==> config.mk <==
export PLATFORM = sky130hd
export DESIGN_NAME = arp_reply_encode
export DESIGN_NICKNAME = d
export VERILOG_FILES = /design/src/rtl/arp_pkg.sv /design/src/rtl/arp_reply_encode.sv
export SDC_FILE = /design/constraint.sdc
export NUM_CORES = 1
export LEC_CHECK = 0
export CAP_MARGIN = 5
export CORE_MARGIN = 3
export CORE_UTILIZATION = 29
export DETAILED_ROUTE_END_ITERATION = 10
export PLACE_DENSITY = 0.63
export SLEW_MARGIN = 5
export SYNTH_ARGS = -nofsm -noshare
export SYNTH_HDL_FRONTEND = slang
export SYNTH_SLANG_ARGS = --single-unit
==> constraint.sdc <==
create_clock -name clk -period 4.4 [get_ports clk]
set_input_delay 1.1 -clock clk [delete_from_list [all_inputs] [get_ports clk]]
set_output_delay 1.1 -clock clk [all_outputs]
set_load 0.05 [all_outputs]
==> src/rtl/arp_pkg.sv <==
// arp_pkg: ARP field constants and reply-encoder state type.
// ARP_PAD_EN adds the PAD state used to stretch the reply to the minimum Ethernet payload.
package arp_pkg;
    localparam logic [15:0] ARP_HTYPE_ETH  = 16'h0001;
    localparam logic [15:0] ARP_PTYPE_IPV4 = 16'h0800;
    localparam logic [7:0]  ARP_HLEN       = 8'd6;
    localparam logic [7:0]  ARP_PLEN       = 8'd4;
    localparam logic [15:0] ARP_OPER_REQ   = 16'h0001;
    localparam logic [15:0] ARP_OPER_REPLY = 16'h0002;
    localparam int          ARP_LEN        = 28;
    localparam int          ARP_PAD_LEN    = 18;

    typedef enum logic [1:0] {
        ST_IDLE,
`ifdef ARP_PAD_EN
        ST_PAD,
`endif
        ST_SEND
    } arp_state_t;
endpackage

==> src/rtl/arp_reply_encode.sv <==
// arp_reply_encode: serialises an ARP reply for an accepted request addressed to LOCAL_IP.
// Define ARP_PAD_EN to append 18 zero bytes (46-byte minimum Ethernet payload).
module arp_reply_encode
    import arp_pkg::*;
#(
    parameter logic [47:0] LOCAL_MAC = 48'h665544332211,
    parameter logic [31:0] LOCAL_IP  = 32'h0A00A8C0
) (
    input  logic        clk,
    input  logic        rst,
    input  logic        start,
    input  logic        req_err,
    input  logic [47:0] req_sha,
    input  logic [31:0] req_spa,
    input  logic [31:0] req_tpa,
    output logic [7:0]  out_data,
    output logic        out_valid,
    input  logic        out_ready,
    output logic        out_last,
    output logic        busy
);
    localparam logic [63:0] HDR = {ARP_HTYPE_ETH, ARP_PTYPE_IPV4, ARP_HLEN, ARP_PLEN, ARP_OPER_REPLY};
`ifdef ARP_PAD_EN
    localparam logic [5:0] LAST_IDX = 6'(ARP_LEN + ARP_PAD_LEN - 1);
`else
    localparam logic [5:0] LAST_IDX = 6'(ARP_LEN - 1);
`endif

    arp_state_t  r_state;
    logic [5:0]  r_idx;
    logic [47:0] r_sha;
    logic [31:0] r_spa;
    logic        r_valid;
    logic        r_last;
    logic [7:0]  r_data;

    logic        w_accept;
    logic        w_xfer;
    logic [5:0]  w_sel;
    logic [63:0] w_hdr_sh;
    logic [47:0] w_mac_sh;
    logic [31:0] w_ip_sh;
    logic [47:0] w_sha_sh;
    logic [31:0] w_spa_sh;
    logic [7:0]  w_byte;

    assign w_accept = (r_state == ST_IDLE) && start && !req_err && (req_tpa == LOCAL_IP);
    assign w_xfer   = r_valid && out_ready;
    // Byte for the index being loaded next: 0 on acceptance, otherwise the one after the current.
    assign w_sel    = (r_state == ST_IDLE) ? 6'd0 : r_idx + 6'd1;
    assign w_hdr_sh = HDR >> {3'd7 - w_sel[2:0], 3'b000};
    assign w_mac_sh = LOCAL_MAC >> {w_sel - 6'd8, 3'b000};
    assign w_ip_sh  = LOCAL_IP >> {w_sel - 6'd14, 3'b000};
    assign w_sha_sh = r_sha >> {w_sel - 6'd18, 3'b000};
    assign w_spa_sh = r_spa >> {w_sel - 6'd24, 3'b000};
    // Acceptance feeds the byte-0 path, so latched fields are never needed before they are stored.
    assign w_byte   = (w_sel < 6'd8)  ? w_hdr_sh[7:0] :
                      (w_sel < 6'd14) ? w_mac_sh[7:0] :
                      (w_sel < 6'd18) ? w_ip_sh[7:0]  :
                      (w_sel < 6'd24) ? w_sha_sh[7:0] :
                      (w_sel < 6'd28) ? w_spa_sh[7:0] : 8'h00;

    always_ff @(posedge clk or negedge rst) begin
        if (!rst) begin
            r_state <= ST_IDLE;
            r_idx   <= '0;
            r_sha   <= '0;
            r_spa   <= '0;
            r_valid <= 1'b0;
            r_last  <= 1'b0;
            r_data  <= '0;
        end else if (w_accept) begin
            r_state <= ST_SEND;
            r_idx   <= '0;
            r_sha   <= req_sha;
            r_spa   <= req_spa;
            r_valid <= 1'b1;
            r_last  <= 1'b0;
            r_data  <= w_byte;
        end else if (w_xfer) begin
            if (r_last) begin
                r_state <= ST_IDLE;
                r_idx   <= '0;
                r_valid <= 1'b0;
                r_last  <= 1'b0;
                r_data  <= '0;
            end else begin
                r_idx   <= w_sel;
                r_data  <= w_byte;
                r_last  <= (w_sel == LAST_IDX);
`ifdef ARP_PAD_EN
                r_state <= (w_sel >= 6'(ARP_LEN)) ? ST_PAD : ST_SEND;
`endif
            end
        end
    end

    assign out_data  = r_data;
    assign out_valid = r_valid;
    assign out_last  = r_last;
    assign busy      = r_valid;
endmodule

==> results of run 1 <==
sequential cells by signal, summed over array words and instances, names as in the netlist:
| register | flops |
|---|---|
| r_sha | 48 |
| out_last | 1 |
| out_data | 8 |
| r_spa | 32 |
| r_state | 1 |
| r_idx | 6 |
layout make-up:
type                       count  share of cell area
multi-input combinational    316              0.3721
tap                          225             0.04048
sequential                    96              0.3454
clock buffer                  14             0.03940
clock inverter                 2            0.008636
inverter                       6            0.003239
timing repair buffer         133              0.1907
metal layers:
layer | GRT usage | vias up | wire length, um
met1 | 0.2026 | 1986 | 6491
met4 | 0.03315 | 0 | 205
met5 | 0 | - | 0
li1 | - | 1868 | -
met3 | 0.04021 | 18 | 842
met2 | 0.2375 | 129 | 6992
where the power goes:
| group | internal [mW] | total (mW) | switching (mW) |
|---|---|---|---|
| Clock | 0.545 | 0.867 | 0.322 |
| Sequential | 0.883 | 0.883 | 0.00000000264 |
| Combinational | 0.0922 | 0.128 | 0.0360 |
logic make-up (layout without fill, tap and decap cells):
kind of cell | count (synthesis) | count (layout) | synth area share
adder cells (fa/ha/maj) | 9 | 9 | 0.02172
buffers and inverters | 35 | 155 | 0.03885
multiplexers | 103 | 103 | 0.2220
AND/OR/NAND/NOR | 120 | 120 | 0.1226
AO/OA/AOI/OAI | 77 | 77 | 0.1154
flip-flops | 96 | 96 | 0.4633
XOR/XNOR | 7 | 7 | 0.01617
stage by stage:
| stage | util | instances |
|---|---|---|
| 6_report | 0.3993 | 792 |
| 5_1_grt | 0.3993 | 792 |
| 4_1_cts | 0.3993 | 792 |
| 3_5_place_dp | 0.3801 | 776 |
| 3_3_place_gp | 0.3801 | 776 |
| 2_1_floorplan | - | 447 |
path summary, 6_finish.rpt:
| kind | end | slack [ns] |
|---|---|---|
| max in group asynchronous | r_sha[34]$_DFFE_PN0P_ | 2.63 |
| hold / removal | out_data[2]$_DFFE_PN0P_ | 0.48 |
| hold reg to reg | out_data[2]$_DFFE_PN0P_ | 0.48 |
| min in group asynchronous | r_idx[1]$_DFFE_PN0P_ | 0.95 |
| setup reg to reg | out_data[5]$_DFFE_PN0P_ | 0.83 |
| setup / recovery | out_data[5]$_DFFE_PN0P_ | 0.83 |
worst reg2reg max path, cell delays in order (launching register included):
cell and delay (ns):
dfrtp_1 0.50, ha_1 0.41, xor2_1 0.43, nand2_1 0.25
ha_1 0.61, nor2_1 0.26, a32oi_1 0.35, nor2_1 0.09
a2111oi_2 0.44, o21ai_1 0.10
layout by cell type (no fill, tap or decap), types with 6 or more instances in the layout:
| cell | instances |
|---|---|
| nor2_1 | 15 |
| a32oi_1 | 11 |
| mux2i_1 | 10 |
| clkbuf_16 | 9 |
| buf_4 | 6 |
| clkdlybuf4s50_1 | 126 |
| ha_1 | 9 |
| nand2_1 | 55 |
| o21ai_0 | 9 |
| dfrtp_1 | 96 |
| mux2_2 | 92 |
| a21oi_1 | 12 |
| o21ai_1 | 6 |
| nor4b_1 | 7 |
| nand3_1 | 11 |
==> results_dict.tcl, run 1 <==
set metrics [dict create \
    cp_top_family "adder cells" \
    boundaryPins 128 \
    synthDistinctLibCells 69 \
    finalSetupViolations 0 \
    portBuffers 127 \
    hp-start "out_data[2]$_DFFE_PN0P_" \
    fin_nets 688 \
    hold_ws_ns 0.4812 \
    cts-root-buf "clkbuf_16" \
    irDropWorstVdd_mv 0.1739 \
    ys_warn_count 0 \
    antenna_found_initial 0 \
    wl_um 14530 \
    worstSkewPairLatency_ns 0.35 \
    syn_inst 447 \
    synth.most_common_cell "dfrtp_1" \
    dieArea_um2 19520 \
    cts-buffers-inserted 9 \
    cts_hold_buffers 0 \
    grt_overflow 0 \
    syn_nets 573 \
    first_iter_violations 322 \
    grt_usage 0.1486 \
    via_per_inst 5.052 \
    gp_congestion 0.8632 \
    antenna_cells 0 \
    multiInputGateArea_um2 2587 \
    critPathMaxFanout 10 \
    grt_pass1_wl_um 23240 \
    cts_resized 0 \
    status "finished clean" \
    rows 48 \
    ys_ff_latch 96 \
    post-dp-hpwl_um 10650 \
    p_total_mw 1.878 \
    syn-cell-area_um2 5185 \
    nFillCells 1681 \
    setup_tns_ns 0 \
    cts_setup_buffers 0 \
    die_x_um 139.7 \
    synth_edf_count 0 \
    drcViolationCount 0 \
    synth_top_area_frac 0.4633 \
    worstRegToRegCells 9 \
    start_util 0.2977 \
    hold_violations 0 \
    cpMaxStageDelayCell "ha_1" \
    power_leakage_nw 2.986 \
    cts_tree "built" \
    final.setup.worst_slack_ns 0.8328 \
    crit_path_start_kind "flip-flop" \
    fin_skew_ns 0.006317 \
    tightestPinTransition_ns 1.141 \
    timing.max_cap.violations 0 \
    coreArea_um2 17420 \
    worstSetupPathType "reg2reg" \
    min_path_type "reg2reg" \
    critPathArrivalTime_ns 3.79 \
    routedWlPerCell_um 18.35 \
    final_area_um2 6954 \
    htreeDepth 3 \
    rsz0062_at_grt "no" \
    cts_buffer_depth 2 \
    place_ws_ns 0.9548 \
    via_count 4001 \
    drive_gt1_frac 0.2451 \
    slowest_delay_ns 0.61 \
    crit_cells 9 \
    end_kind "flip-flop" \
    hold_depth 2 \
    syn2layout_area_growth_pct 34.12 \
    synthFlopType "dfrtp_1" \
    required_ns 4.62 \
    grt_pass1_vias 4247 \
    ys_seq_area_frac 0.4633 \
    synthArstFlopShare 1.000 \
    antenna_left 0 \
    yosys.area.top_type "dfrtp_1" \
    power.density_nw_per_um2 270.0 \
    netlist_top_cells_count "dfrtp_1, mux2_2, nand2_1, nor2_1" \
    chipHeight_um 139.7 \
    dr.pass1.iters 5 \
    worstPathBufferInverterCount 0 \
    critPathLaunch "r_idx[1]$_DFFE_PN0P_" \
    maxSlewHeadroom 0.2395 \
    placed_area_um2 6620 \
    worstPathCellList "ha_1 > xor2_1 > nand2_1 > ha_1 > nor2_1 > a32oi_1 > nor2_1 > a2111oi_2 > o21ai_1" \
    period_share 0.8107 \
    regToRegStartpoint "r_idx[1]$_DFFE_PN0P_" \
    period_minus_slack_ns 3.567 \
    cts_sinks 96 \
    clock.fmax_ghz 0.2803 \
    grt_start_max_net_pins 84 \
    synth.area.top_cells "dfrtp_1, mux2_2, nand2_1" \
    clkTransAtPathRegs_ns 0.06 \
    slew_viol_final 0 \
    syn-mean-instance-area_um2 11.60 \
    register_area_um2 2402 \
]
Power figures use the tool's default switching activity.
==> run 2, diff against run 1 <==
--- a/config.mk
+++ b/config.mk
@@ -9,7 +9,7 @@
 export CORE_MARGIN = 3
 export CORE_UTILIZATION = 29
 export DETAILED_ROUTE_END_ITERATION = 10
-export PLACE_DENSITY = 0.63
+export PLACE_DENSITY = 0.65
 export SLEW_MARGIN = 5
 export SYNTH_ARGS = -nofsm -noshare
 export SYNTH_HDL_FRONTEND = slang
==> constraint.sdc (replaced) <==
create_clock -name clk -period 3.1 [get_ports clk]
set_input_delay 0.775 -clock clk [delete_from_list [all_inputs] [get_ports clk]]
set_output_delay 0.775 -clock clk [all_outputs]
set_load 0.05 [all_outputs]
==> run 2 against run 1 <==
Fmax up 28%. Die area did not move. Register-to-register slack worse by 0.52 ns. Non-clock buffer count is 15 higher. Final area increased by 0.95%. Flip-flop and latch count unchanged. Via count increased by 1.7%. Power grew 31%. Setup slack worse by 0.52 ns. Wire length grew 2.0%. Core utilization is 0.38 points higher. Largest cell class unchanged.
==> results_dict.tcl, run 2 (same netlist as run 1, synthesis figures left out) <==
set metrics [dict create \
    status "finished clean" \
    fin_nets 703 \
    drive_gt1_frac 0.2685 \
    fin_skew_ns 0.006570 \
    antenna_cells 0 \
    cts_setup_buffers 0 \
    dr.pass1.iters 5 \
    syn2layout_area_growth_pct 35.40 \
    critPathMaxFanout 9 \
    dieArea_um2 19520 \
    worstSkewPairLatency_ns 0.35 \
    grt_usage 0.1541 \
    min_path_type "in2async" \
    slowest_delay_ns 0.48 \
    cpMostUsedCell "ha_1" \
    die_x_um 139.7 \
    power.density_nw_per_um2 351.5 \
    first_iter_violations 224 \
    htreeDepth 3 \
    grt_overflow 0 \
    cts-buffers-inserted 9 \
    maxSlewHeadroom 0.2538 \
    via_count 4069 \
    largest_reg_flops 48 \
    final.setup.worst_slack_ns 0.3096 \
    largest_register "r_sha" \
    hold_ws_ns 0.4858 \
    antenna_left 0 \
    worstPathBufferInverterCount 2 \
    clkTransAtPathRegs_ns 0.07 \
    portBuffers 127 \
    timing.max_cap.violations 0 \
    p_total_mw 2.468 \
    mostFrequentLayoutCells "clkdlybuf4s50_1, dfrtp_1, mux2_2, nand2_1, buf_4" \
    required_ns 3.33 \
    via_per_inst 5.048 \
    irDropWorstVdd_mv 0.2194 \
    cts_buffer_depth 2 \
    drcViolationCount 0 \
    clock.fmax_ghz 0.3584 \
    cts_tree "built" \
    cpMaxStageDelayCell "dfrtp_1" \
    cts-root-buf "clkbuf_16" \
    rows 48 \
    boundaryPins 128 \
    place_ws_ns 0.1682 \
    final_common_cell "clkdlybuf4s50_1" \
    coreArea_um2 17420 \
    grt_start_max_net_pins 58 \
    worstSetupPathType "reg2reg" \
    power_leakage_nw 3.044 \
    rsz0062_at_grt "no" \
    chipHeight_um 139.7 \
    worstPathCellList "ha_1 > and2_1 > inv_2 > ha_1 > buf_4 > a32oi_1 > nor2_1 > a2111oi_4 > o21ai_1" \
    gp_congestion 0.9213 \
    critPathArrivalTime_ns 3.02 \
    wl_um 14820 \
    period_share 0.9001 \
    cts_sinks 96 \
    crit_path_start_kind "flip-flop" \
    post-dp-hpwl_um 11380 \
    cp_top_family "adder cells" \
    hold_violations 0 \
    start_util 0.2977 \
    period_minus_slack_ns 2.790 \
    tightestPinTransition_ns 1.119 \
    setup_tns_ns 0 \
    routedWlPerCell_um 18.39 \
    grt_pass1_vias 4300 \
    antenna_found_initial 0 \
    slew_viol_final 0 \
    finalSetupViolations 0 \
    end_kind "flip-flop" \
    grt_pass1_wl_um 23630 \
]
[run 2: path summary, 6_finish.rpt]
path	start	end	slack (ns)	cells past startpoint
max	r_idx[1]$_DFFE_PN0P_	out_data[6]$_DFFE_PN0P_	0.31	9
min	rst	r_idx[3]$_DFFE_PN0P_	0.49	1
max reg2reg	r_idx[1]$_DFFE_PN0P_	out_data[6]$_DFFE_PN0P_	0.31	9
min reg2reg	out_data[2]$_DFFE_PN0P_	out_data[2]$_DFFE_PN0P_	0.49	2
max in group asynchronous	rst	r_sha[9]$_DFFE_PN0P_	1.82	2
min in group clk	out_data[2]$_DFFE_PN0P_	out_data[2]$_DFFE_PN0P_	0.49	2
[run 2: area by class of cell]
type | count | area (um2)
Tap cell | 225 | 281.5
Timing Repair Buffer | 148 | 1451
Sequential cell | 96 | 2402
Fill cell | 1649 | 10400
Clock buffer | 11 | 252.7
Multi-Input combinational cell | 316 | 2590
Inverter | 6 | 22.52
Clock inverter | 4 | 20.02
[run 2: worst register-to-register path, delay by kind of cell, from the launching register on]
kind            cells  cell delay [ns]
flops               1             0.48
compound gates      3             0.76
fa+ha+maj           2             0.76
buf+inv             2             0.31
simple gates        2             0.36
[run 2: through the flow]
| stage | area (um2) | instances | util |
|---|---|---|---|
| 2_1_floorplan | 5185 | 447 | - |
| 3_3_place_gp | 6745 | 791 | 0.3873 |
| 3_5_place_dp | 6745 | 791 | 0.3873 |
| 4_1_cts | 7018 | 806 | 0.4029 |
| 5_1_grt | 7020 | 806 | 0.4031 |
| 6_report | 7020 | 806 | 0.4031 |
[run 2: timing repair]
action	in CTS	in global routing
hold buffers	0	0
endpoints found under the setup margin	0	2
gates resized for setup	0	1
[run 2: report_power, final]
group	internal, mW	total, mW	switching [mW]
Combinational	0.132	0.183	0.0516
Clock	0.577	1.03	0.455
Sequential	1.25	1.25	0.00000000327
[run 2: routing by layer]
layer	vias to the layer above	share of wire	global-route usage
li1	1892	-	-
met1	2029	0.42	0.1986
met2	133	0.50	0.2598
met3	15	0.064	0.03814
met4	0	0.014	0.03978
met5	-	0	0
